$ cat config.mk
export PLATFORM = sky130hd
export DESIGN_NAME = wb_sdram_arbiter_flat
export DESIGN_NICKNAME = d
export VERILOG_FILES = /design/src/rtl/wb_pkg.sv /design/src/rtl/wb_sdram_arbiter_if.sv /design/src/rtl/wb_ack_watchdog.sv /design/src/rtl/wb_sdram_arbiter.sv /design/src/flat_wrapper.sv
export SDC_FILE = /design/constraint.sdc
export NUM_CORES = 1
export LEC_CHECK = 0
export ABC_AREA = 1
export CAP_MARGIN = 20
export CORE_AREA = 10 10 193 195
export DETAILED_ROUTE_END_ITERATION = 6
export DIE_AREA = 0 0 203 205
export PLACE_DENSITY = 0.42
export SLEW_MARGIN = 40
export SYNTH_ARGS = -nofsm -noshare
export SYNTH_HDL_FRONTEND = slang
export SYNTH_SLANG_ARGS = --single-unit
$ cat constraint.sdc
create_clock -name clock -period 2 [get_ports clock]
set_input_delay 0.3 -clock clock [delete_from_list [all_inputs] [get_ports clock]]
set_output_delay 0.3 -clock clock [all_outputs]
set_load 0.01 [all_outputs]
$ cat src/rtl/wb_pkg.sv
// Shared types and defaults for the two-master Wishbone arbiter in front of the SDRAM slave.
// Holds the arbiter state encoding, the request bundle and the round-robin pick helper.
package wb_pkg;

    localparam int DEF_ADDR_W = 32;
    localparam int DEF_DATA_W = 64;
    localparam int DEF_SEL_W  = DEF_DATA_W / 8;
    localparam int WDOG_W     = 16;

    typedef enum logic [1:0] {
        IDLE = 2'd0,
        OWN0 = 2'd1,
        OWN1 = 2'd2
    } arb_state_t;

    typedef struct packed {
        logic                  cyc;
        logic                  stb;
        logic                  we;
        logic [DEF_ADDR_W-1:0] adr;
        logic [DEF_DATA_W-1:0] dat_w;
        logic [DEF_SEL_W-1:0]  sel;
    } wb_req_t;

    // On a tie the master that did not win last time gets the bus.
    function automatic arb_state_t rr_pick(input logic req0, input logic req1,
                                           input logic rr_last);
        arb_state_t pick;
        pick = IDLE;
        if (req0 && req1) begin
            pick = rr_last ? OWN0 : OWN1;
        end else if (req0) begin
            pick = OWN0;
        end else if (req1) begin
            pick = OWN1;
        end
        return pick;
    endfunction

endpackage

$ cat src/rtl/wb_sdram_arbiter_if.sv
// Bus bundle linking the two core ports, the arbiter and the SDRAM Wishbone slave port.
// slave: the arbiter's view of the bundle; master: the cores and the SDRAM side that face it.
interface wb_sdram_arbiter_if
    import wb_pkg::*;
#(
    parameter int ADDR_W = DEF_ADDR_W,
    parameter int DATA_W = DEF_DATA_W
);
    localparam int SEL_W = DATA_W / 8;

    logic              io_m0_cyc;
    logic              io_m0_stb;
    logic              io_m0_we;
    logic [ADDR_W-1:0] io_m0_adr;
    logic [DATA_W-1:0] io_m0_dat_w;
    logic [SEL_W-1:0]  io_m0_sel;
    logic              io_m0_ack;
    logic              io_m0_err;
    logic [DATA_W-1:0] io_m0_dat_r;

    logic              io_m1_cyc;
    logic              io_m1_stb;
    logic              io_m1_we;
    logic [ADDR_W-1:0] io_m1_adr;
    logic [DATA_W-1:0] io_m1_dat_w;
    logic [SEL_W-1:0]  io_m1_sel;
    logic              io_m1_ack;
    logic              io_m1_err;
    logic [DATA_W-1:0] io_m1_dat_r;

    logic              io_s_cyc;
    logic              io_s_stb;
    logic              io_s_we;
    logic [ADDR_W-1:0] io_s_adr;
    logic [DATA_W-1:0] io_s_dat_w;
    logic [SEL_W-1:0]  io_s_sel;
    logic              io_s_ack;
    logic [DATA_W-1:0] io_s_dat_r;

    modport slave (
        input  io_m0_cyc, io_m0_stb, io_m0_we, io_m0_adr, io_m0_dat_w, io_m0_sel,
        output io_m0_ack, io_m0_err, io_m0_dat_r,
        input  io_m1_cyc, io_m1_stb, io_m1_we, io_m1_adr, io_m1_dat_w, io_m1_sel,
        output io_m1_ack, io_m1_err, io_m1_dat_r,
        output io_s_cyc, io_s_stb, io_s_we, io_s_adr, io_s_dat_w, io_s_sel,
        input  io_s_ack, io_s_dat_r
    );

    modport master (
        output io_m0_cyc, io_m0_stb, io_m0_we, io_m0_adr, io_m0_dat_w, io_m0_sel,
        input  io_m0_ack, io_m0_err, io_m0_dat_r,
        output io_m1_cyc, io_m1_stb, io_m1_we, io_m1_adr, io_m1_dat_w, io_m1_sel,
        input  io_m1_ack, io_m1_err, io_m1_dat_r,
        input  io_s_cyc, io_s_stb, io_s_we, io_s_adr, io_s_dat_w, io_s_sel,
        output io_s_ack, io_s_dat_r
    );

endinterface

$ cat src/rtl/wb_ack_watchdog.sv
// Per-transfer ack watchdog: counts cycles an owner strobe waits and flags a one-cycle error
// once the wait reaches TIMEOUT, then restarts from zero.
module wb_ack_watchdog
    import wb_pkg::*;
#(
    parameter int TIMEOUT = 1023
) (
    input  logic clock,
    input  logic reset,
    input  logic run_i,
    input  logic ack_i,
    output logic err_o
);

    logic [WDOG_W-1:0] wdog_q;
    logic [WDOG_W-1:0] wdog_d;

    assign err_o = run_i && (wdog_q == WDOG_W'(TIMEOUT));

    always_comb begin
        wdog_d = wdog_q + WDOG_W'(1);
        if (!run_i || ack_i || err_o) begin
            wdog_d = '0;
        end
    end

    always_ff @(posedge clock or negedge reset) begin
        if (!reset) begin
            wdog_q <= '0;
        end else begin
            wdog_q <= wdog_d;
        end
    end

endmodule

$ cat src/rtl/wb_sdram_arbiter.sv
// Two-master Wishbone classic arbiter (instruction fetch = master 0, load/store = master 1)
// in front of the SDRAM slave: round-robin grant, bus locked for the whole cycle, ack watchdog.
module wb_sdram_arbiter
    import wb_pkg::*;
#(
    parameter int ADDR_W  = DEF_ADDR_W,
    parameter int DATA_W  = DEF_DATA_W,
    parameter int TIMEOUT = 1023
) (
    input  logic                     clock,
    input  logic                     reset,
    wb_sdram_arbiter_if.slave        bus,
    output logic [1:0]               io_owner,
    output logic                     io_busy
);

    localparam int SEL_W = DATA_W / 8;

    arb_state_t state_q;
    arb_state_t state_d;
    logic       rr_last_q;
    logic       rr_last_d;

    wb_req_t    m0_req;
    wb_req_t    m1_req;
    wb_req_t    own_req;
    logic       granted;
    logic       own_is_m1;
    logic       wd_run;
    logic       err_cycle;

    assign m0_req = '{cyc: bus.io_m0_cyc, stb: bus.io_m0_stb, we: bus.io_m0_we,
                      adr: bus.io_m0_adr, dat_w: bus.io_m0_dat_w, sel: bus.io_m0_sel};
    assign m1_req = '{cyc: bus.io_m1_cyc, stb: bus.io_m1_stb, we: bus.io_m1_we,
                      adr: bus.io_m1_adr, dat_w: bus.io_m1_dat_w, sel: bus.io_m1_sel};

    assign granted   = (state_q != IDLE);
    assign own_is_m1 = (state_q == OWN1);
    // Master 0 drives the address/data lines whenever nobody owns the bus.
    assign own_req   = own_is_m1 ? m1_req : m0_req;
    assign wd_run    = granted && own_req.cyc && own_req.stb;

    wb_ack_watchdog #(
        .TIMEOUT (TIMEOUT)
    ) u_watchdog (
        .clock (clock),
        .reset (reset),
        .run_i (wd_run),
        .ack_i (bus.io_s_ack),
        .err_o (err_cycle)
    );

    // NOTE: every signal written in an always_comb gets a default first, so no path can infer a latch.
    always_comb begin
        state_d   = state_q;
        rr_last_d = rr_last_q;
        case (state_q)
            IDLE: begin
                state_d = rr_pick(m0_req.cyc, m1_req.cyc, rr_last_q);
                if (state_d != IDLE) begin
                    rr_last_d = (state_d == OWN1);
                end
            end
            OWN0: if (!m0_req.cyc) state_d = IDLE;
            OWN1: if (!m1_req.cyc) state_d = IDLE;
            default: state_d = IDLE;
        endcase
    end

    // NOTE: state registers use non-blocking assignments so all flops update from pre-edge values.
    always_ff @(posedge clock or negedge reset) begin
        if (!reset) begin
            state_q   <= IDLE;
            rr_last_q <= 1'b1;
        end else begin
            state_q   <= state_d;
            rr_last_q <= rr_last_d;
        end
    end

    // The grant comes straight from the state register, so an async reset drops the slave lines at once.
    always_comb begin
        bus.io_s_cyc   = 1'b0;
        bus.io_s_stb   = 1'b0;
        bus.io_s_we    = 1'b0;
        bus.io_s_adr   = ADDR_W'(own_req.adr);
        bus.io_s_dat_w = DATA_W'(own_req.dat_w);
        bus.io_s_sel   = SEL_W'(own_req.sel);
        bus.io_m0_ack  = 1'b0;
        bus.io_m0_err  = 1'b0;
        bus.io_m1_ack  = 1'b0;
        bus.io_m1_err  = 1'b0;
        if (granted) begin
            bus.io_s_cyc = own_req.cyc;
            bus.io_s_stb = own_req.stb && !err_cycle;
            bus.io_s_we  = own_req.we;
            if (own_is_m1) begin
                bus.io_m1_ack = bus.io_s_ack && m1_req.stb && !err_cycle;
                bus.io_m1_err = err_cycle;
            end else begin
                bus.io_m0_ack = bus.io_s_ack && m0_req.stb && !err_cycle;
                bus.io_m0_err = err_cycle;
            end
        end
    end

    assign bus.io_m0_dat_r = bus.io_s_dat_r;
    assign bus.io_m1_dat_r = bus.io_s_dat_r;

    assign io_owner = {state_q == OWN1, state_q == OWN0};
    assign io_busy  = granted;

endmodule

$ cat src/flat_wrapper.sv
// flat-port wrapper written by rule: the top's interface ports become plain ports
module wb_sdram_arbiter_flat import wb_pkg::*;
#(
    parameter int ADDR_W  = DEF_ADDR_W,
    parameter int DATA_W  = DEF_DATA_W,
    parameter int TIMEOUT = 1023
)
  (clock, reset, io_owner, io_busy, bus_io_m0_cyc, bus_io_m0_stb, bus_io_m0_we, bus_io_m0_adr, bus_io_m0_dat_w, bus_io_m0_sel, bus_io_m0_ack, bus_io_m0_err, bus_io_m0_dat_r, bus_io_m1_cyc, bus_io_m1_stb, bus_io_m1_we, bus_io_m1_adr, bus_io_m1_dat_w, bus_io_m1_sel, bus_io_m1_ack, bus_io_m1_err, bus_io_m1_dat_r, bus_io_s_cyc, bus_io_s_stb, bus_io_s_we, bus_io_s_adr, bus_io_s_dat_w, bus_io_s_sel, bus_io_s_ack, bus_io_s_dat_r);
  wb_sdram_arbiter_if #(.ADDR_W(ADDR_W), .DATA_W(DATA_W)) bus_i ();
  input  logic clock;
  input  logic reset;
  output logic [1:0] io_owner;
  output logic io_busy;
  input wire logic [$bits(bus_i.io_m0_cyc)-1:0] bus_io_m0_cyc;
  input wire logic [$bits(bus_i.io_m0_stb)-1:0] bus_io_m0_stb;
  input wire logic [$bits(bus_i.io_m0_we)-1:0] bus_io_m0_we;
  input wire logic [$bits(bus_i.io_m0_adr)-1:0] bus_io_m0_adr;
  input wire logic [$bits(bus_i.io_m0_dat_w)-1:0] bus_io_m0_dat_w;
  input wire logic [$bits(bus_i.io_m0_sel)-1:0] bus_io_m0_sel;
  output wire logic [$bits(bus_i.io_m0_ack)-1:0] bus_io_m0_ack;
  output wire logic [$bits(bus_i.io_m0_err)-1:0] bus_io_m0_err;
  output wire logic [$bits(bus_i.io_m0_dat_r)-1:0] bus_io_m0_dat_r;
  input wire logic [$bits(bus_i.io_m1_cyc)-1:0] bus_io_m1_cyc;
  input wire logic [$bits(bus_i.io_m1_stb)-1:0] bus_io_m1_stb;
  input wire logic [$bits(bus_i.io_m1_we)-1:0] bus_io_m1_we;
  input wire logic [$bits(bus_i.io_m1_adr)-1:0] bus_io_m1_adr;
  input wire logic [$bits(bus_i.io_m1_dat_w)-1:0] bus_io_m1_dat_w;
  input wire logic [$bits(bus_i.io_m1_sel)-1:0] bus_io_m1_sel;
  output wire logic [$bits(bus_i.io_m1_ack)-1:0] bus_io_m1_ack;
  output wire logic [$bits(bus_i.io_m1_err)-1:0] bus_io_m1_err;
  output wire logic [$bits(bus_i.io_m1_dat_r)-1:0] bus_io_m1_dat_r;
  output wire logic [$bits(bus_i.io_s_cyc)-1:0] bus_io_s_cyc;
  output wire logic [$bits(bus_i.io_s_stb)-1:0] bus_io_s_stb;
  output wire logic [$bits(bus_i.io_s_we)-1:0] bus_io_s_we;
  output wire logic [$bits(bus_i.io_s_adr)-1:0] bus_io_s_adr;
  output wire logic [$bits(bus_i.io_s_dat_w)-1:0] bus_io_s_dat_w;
  output wire logic [$bits(bus_i.io_s_sel)-1:0] bus_io_s_sel;
  input wire logic [$bits(bus_i.io_s_ack)-1:0] bus_io_s_ack;
  input wire logic [$bits(bus_i.io_s_dat_r)-1:0] bus_io_s_dat_r;
  assign bus_i.io_m0_cyc = bus_io_m0_cyc;
  assign bus_i.io_m0_stb = bus_io_m0_stb;
  assign bus_i.io_m0_we = bus_io_m0_we;
  assign bus_i.io_m0_adr = bus_io_m0_adr;
  assign bus_i.io_m0_dat_w = bus_io_m0_dat_w;
  assign bus_i.io_m0_sel = bus_io_m0_sel;
  assign bus_io_m0_ack = bus_i.io_m0_ack;
  assign bus_io_m0_err = bus_i.io_m0_err;
  assign bus_io_m0_dat_r = bus_i.io_m0_dat_r;
  assign bus_i.io_m1_cyc = bus_io_m1_cyc;
  assign bus_i.io_m1_stb = bus_io_m1_stb;
  assign bus_i.io_m1_we = bus_io_m1_we;
  assign bus_i.io_m1_adr = bus_io_m1_adr;
  assign bus_i.io_m1_dat_w = bus_io_m1_dat_w;
  assign bus_i.io_m1_sel = bus_io_m1_sel;
  assign bus_io_m1_ack = bus_i.io_m1_ack;
  assign bus_io_m1_err = bus_i.io_m1_err;
  assign bus_io_m1_dat_r = bus_i.io_m1_dat_r;
  assign bus_io_s_cyc = bus_i.io_s_cyc;
  assign bus_io_s_stb = bus_i.io_s_stb;
  assign bus_io_s_we = bus_i.io_s_we;
  assign bus_io_s_adr = bus_i.io_s_adr;
  assign bus_io_s_dat_w = bus_i.io_s_dat_w;
  assign bus_io_s_sel = bus_i.io_s_sel;
  assign bus_i.io_s_ack = bus_io_s_ack;
  assign bus_i.io_s_dat_r = bus_io_s_dat_r;
  wb_sdram_arbiter #(.ADDR_W(ADDR_W), .DATA_W(DATA_W), .TIMEOUT(TIMEOUT)) u_core (.clock(clock), .reset(reset), .bus(bus_i), .io_owner(io_owner), .io_busy(io_busy));
endmodule
==> flow_metrics.py <==
metrics = {
    "power_and_ir_drop": {
        "seq_power_share": 0.082,
        "comb_power_share": 0.840,
        "clkPwrFrac": 0.078,
        "power.net_switching_mw": 2.57,
        "p_int_mw": 2.91,
        "power.density_nw_per_um2": 812,
        "swShare": 0.469,
        "vdd_drop_max_uv": 343,
        "power_leakage_nw": 3.20,
    },
    "route": {
        "drtPass1Iterations": 6,
        "routed_via_density": 3.36,
        "routed_wl_um": 23700,
        "dr_total_vias": 4355,
        "wire_per_inst_um": 18.2,
        "drc": 0,
        "ant_nets": 0,
        "drt_iter0_markers": 201,
    },
    "logic_synthesis": {
        "yosysTopAreaCellShare": 0.381,
        "ys_types": 27,
        "seq_area_frac_synth": 0.138,
        "synth_area_um2": 3450,
        "ys_top_cells_by_area": "nand2_1 (38%), buf_4 (28%), dfrtp_1 (13%)",
        "synth_top_area_cell": "nand2_1",
        "synthCells": 624,
        "syn_nets": 906,
        "yosysWarnings": 0,
        "synth-seq-cells": 19,
        "post_synth.cell_area_avg_um2": 5.54,
    },
    "timing": {
        "relSlewSlack": 0.753,
        "maxSlewViolCount": 0,
        "rsz0062_at_grt": "yes",
        "period_share": 0.986,
        "setup_viol": 0,
        "fin_skew_ns": 0.00240,
        "fmax_ghz": 0.507,
        "final.min_clock_period_ns": 1.97,
        "worst-slew-pin-transition_ns": 0.366,
        "final_hold_viol_count": 0,
    },
    "worst_setup_path": {
        "crit_chain": "inv_2 -> nand2_8 -> buf_4 -> buf_12 -> buf_6 -> nand2_1 -> nand2_1 -> clkdlybuf4s15_1",
        "worstPathRequired_ns": 1.70,
        "start_kind": "flop",
        "cpMaxStageDelayCell": "dfrtp_1",
        "max_stage_delay_ns": 0.39,
        "crit_top_cell": "nand2_1",
        "path_class": "flop to output pin",
        "path_max_fanout": 10,
        "end_kind": "output pin",
        "worstPathArrival_ns": 1.67,
    },
    "clock_network": {
        "cts_hold_buf": 0,
        "cts_buffers": 3,
        "clock_path_buffers": 2,
        "clock_tree.root_cell": "clkbuf_16",
        "path_clk_slew_ns": 0.06,
        "cts_tree": "built",
        "insertion_delay_ns": 0.26,
        "clock_sinks": 19,
        "cts-htree-levels": 1,
    },
    "place": {
        "io_buffers": 330,
        "place_hpwl_um": 19800,
        "place_area_um2": 6580,
        "dp.cells": 1283,
        "globalplace.congestion": 0.799,
    },
    "global_route": {
        "grt_pass1_wl_um": 32500,
        "met1_usage": 0.104,
        "grt-busiest-layer": "met2",
        "antenna_found_initial": 1,
        "use_met3": 0.0622,
        "first_global_vias": 4554,
        "grt_use_met2": 0.188,
        "grt_max_degree": 26,
        "grt_overflow": 0,
        "grt.total_usage": 0.103,
    },
    "finish": {
        "multi_input_area_um2": 1870,
        "stdcell_area_um2": 6740,
        "final_common_cell": "nand2_1",
        "instances_no_fill": 1298,
        "final-seq-area_um2": 478,
        "layout_common_cells": "nand2_1 (345), clkdlybuf4s50_1 (219), clkdlybuf4s15_1 (38)",
        "syn_to_final_growth_pct": 95.0,
        "nNetsFinal": 1133,
        "insertedDiodeCount": 0,
        "drive_gt1_frac": 0.149,
        "fillCellCount": 3818,
    },
    "die": {
        "io_pins": 523,
        "die-area_um2": 41600,
        "fp.dieW_um": 203,
        "core_um2": 33300,
        "row_count": 67,
        "start_util": 0.104,
        "die-height_um": 205,
    },
    "job": {
        "cap_violations": 0,
    },
    "outcome": {
        "status": "finished, final reports clean",
    },
    "hold_path": {
        "hold_path_class": "primary input to async pin",
    },
}
critical path, delay by kind of cell, from the launching register on:
kind / cells / cell delay (ns)
buffers and inverters: 5 / 0.78
DFF: 1 / 0.39
and+or+nand+nor: 3 / 0.23
layer usage:
layer	vias up	routed length [um]
met5	-	17
met4	2	69
met3	7	3160
met2	317	12100
met1	1836	8340
li1	2193	-
power groups by stage:
| stage | sequential, mW | combinational [mW] | clock, mW |
|---|---|---|---|
| final | 0.451 | 4.59 | 0.427 |
| after global routing | 0.454 | 5.06 | 0.463 |
| after CTS | 0.451 | 4.73 | 0.446 |
| after detailed placement | 0.448 | 4.71 | 0 |
| after global placement | 0.447 | 4.75 | 0 |
| after floorplan | 0.455 | 1.99 | 0 |
final timing paths:
path                       depth (start not counted)                                  start  slack [ns]                                     to
max                                                8          u_core.state_q[0]$_DFFE_PN0P_        0.03                        bus_io_s_sel[7]
min                                                2                                  reset        0.38  u_core.u_watchdog.wdog_q[6]$_DFF_PN0_
max reg2reg                                       11  u_core.u_watchdog.wdog_q[0]$_DFF_PN0_        0.24  u_core.u_watchdog.wdog_q[0]$_DFF_PN0_
min reg2reg                                        2  u_core.u_watchdog.wdog_q[0]$_DFF_PN0_        0.55  u_core.u_watchdog.wdog_q[0]$_DFF_PN0_
max in group asynchronous                          2                                  reset        1.36           u_core.rr_last_q$_DFFE_PN1P_
min in group clock                                 2  u_core.u_watchdog.wdog_q[0]$_DFF_PN0_        0.55  u_core.u_watchdog.wdog_q[0]$_DFF_PN0_
per-stage QoR:
stage          worst slack [ns]   util  setup TNS, ns  hold slack, ns  power, mW
3_3_place_gp             -0.211  0.198          -1.18           0.530       5.19
3_5_place_dp             -0.254  0.198          -1.33           0.544       5.16
6_report                 0.0280  0.202              0           0.378       5.47
5_1_grt                 -0.0376  0.202        -0.0592           0.396       5.98
2_1_floorplan             0.467      -              0         0.00441       2.45
4_1_cts                  -0.129  0.203         -0.679           0.388       5.63
flip-flops by register name, indices dropped and copies added (netlist names):
name / cells
u_core.u_watchdog.wdog_q: 16
u_core.state_q: 2
u_core.rr_last_q: 1
final cells by class:
type / instances / share of cell area
inverter: 25 / 0.0178
clock inverter: 1 / 0.000743
clock buffer: 3 / 0.0111
timing repair buffer: 374 / 0.539
sequential: 19 / 0.0709
multi-input combinational: 428 / 0.277
tap: 448 / 0.0832
synth_stat cells:
cell      count
a22o_1        1
nand2_1     351
nand4_1       2
o21ai_0       6
nand3_1      12
nor2_4       11
dfrtp_1      18
dfstp_2       1
o211ai_1      1
or2_2         1
a211oi_1      1
xnor2_1       2
inv_1        22
inv_2         3
buf_1         5
buf_12        1
ha_1          1
nand3_4       1
xor2_1        2
nor2_1       28
buf_2        11
o21bai_1      4
nand2_2       2
nor2_2        1
clkbuf_1      6
and2_1        1
buf_4       129
what timing repair did:
item,CTS,global route
pin swaps,5,8
cloned,4,0
gates resized for setup,201,88
endpoints found under the setup margin,109,33
setup buffers,3,5
cell families after synthesis:
| family | Yosys count | share of synthesized area |
|---|---|---|
| xor+xnor | 4 | 0.0101 |
| buf+inv | 177 | 0.341 |
| compound gates | 13 | 0.0243 |
| simple gates | 410 | 0.483 |
| fa+ha+maj | 1 | 0.00362 |
| flops | 19 | 0.138 |
(Power assumes the default switching activity.)
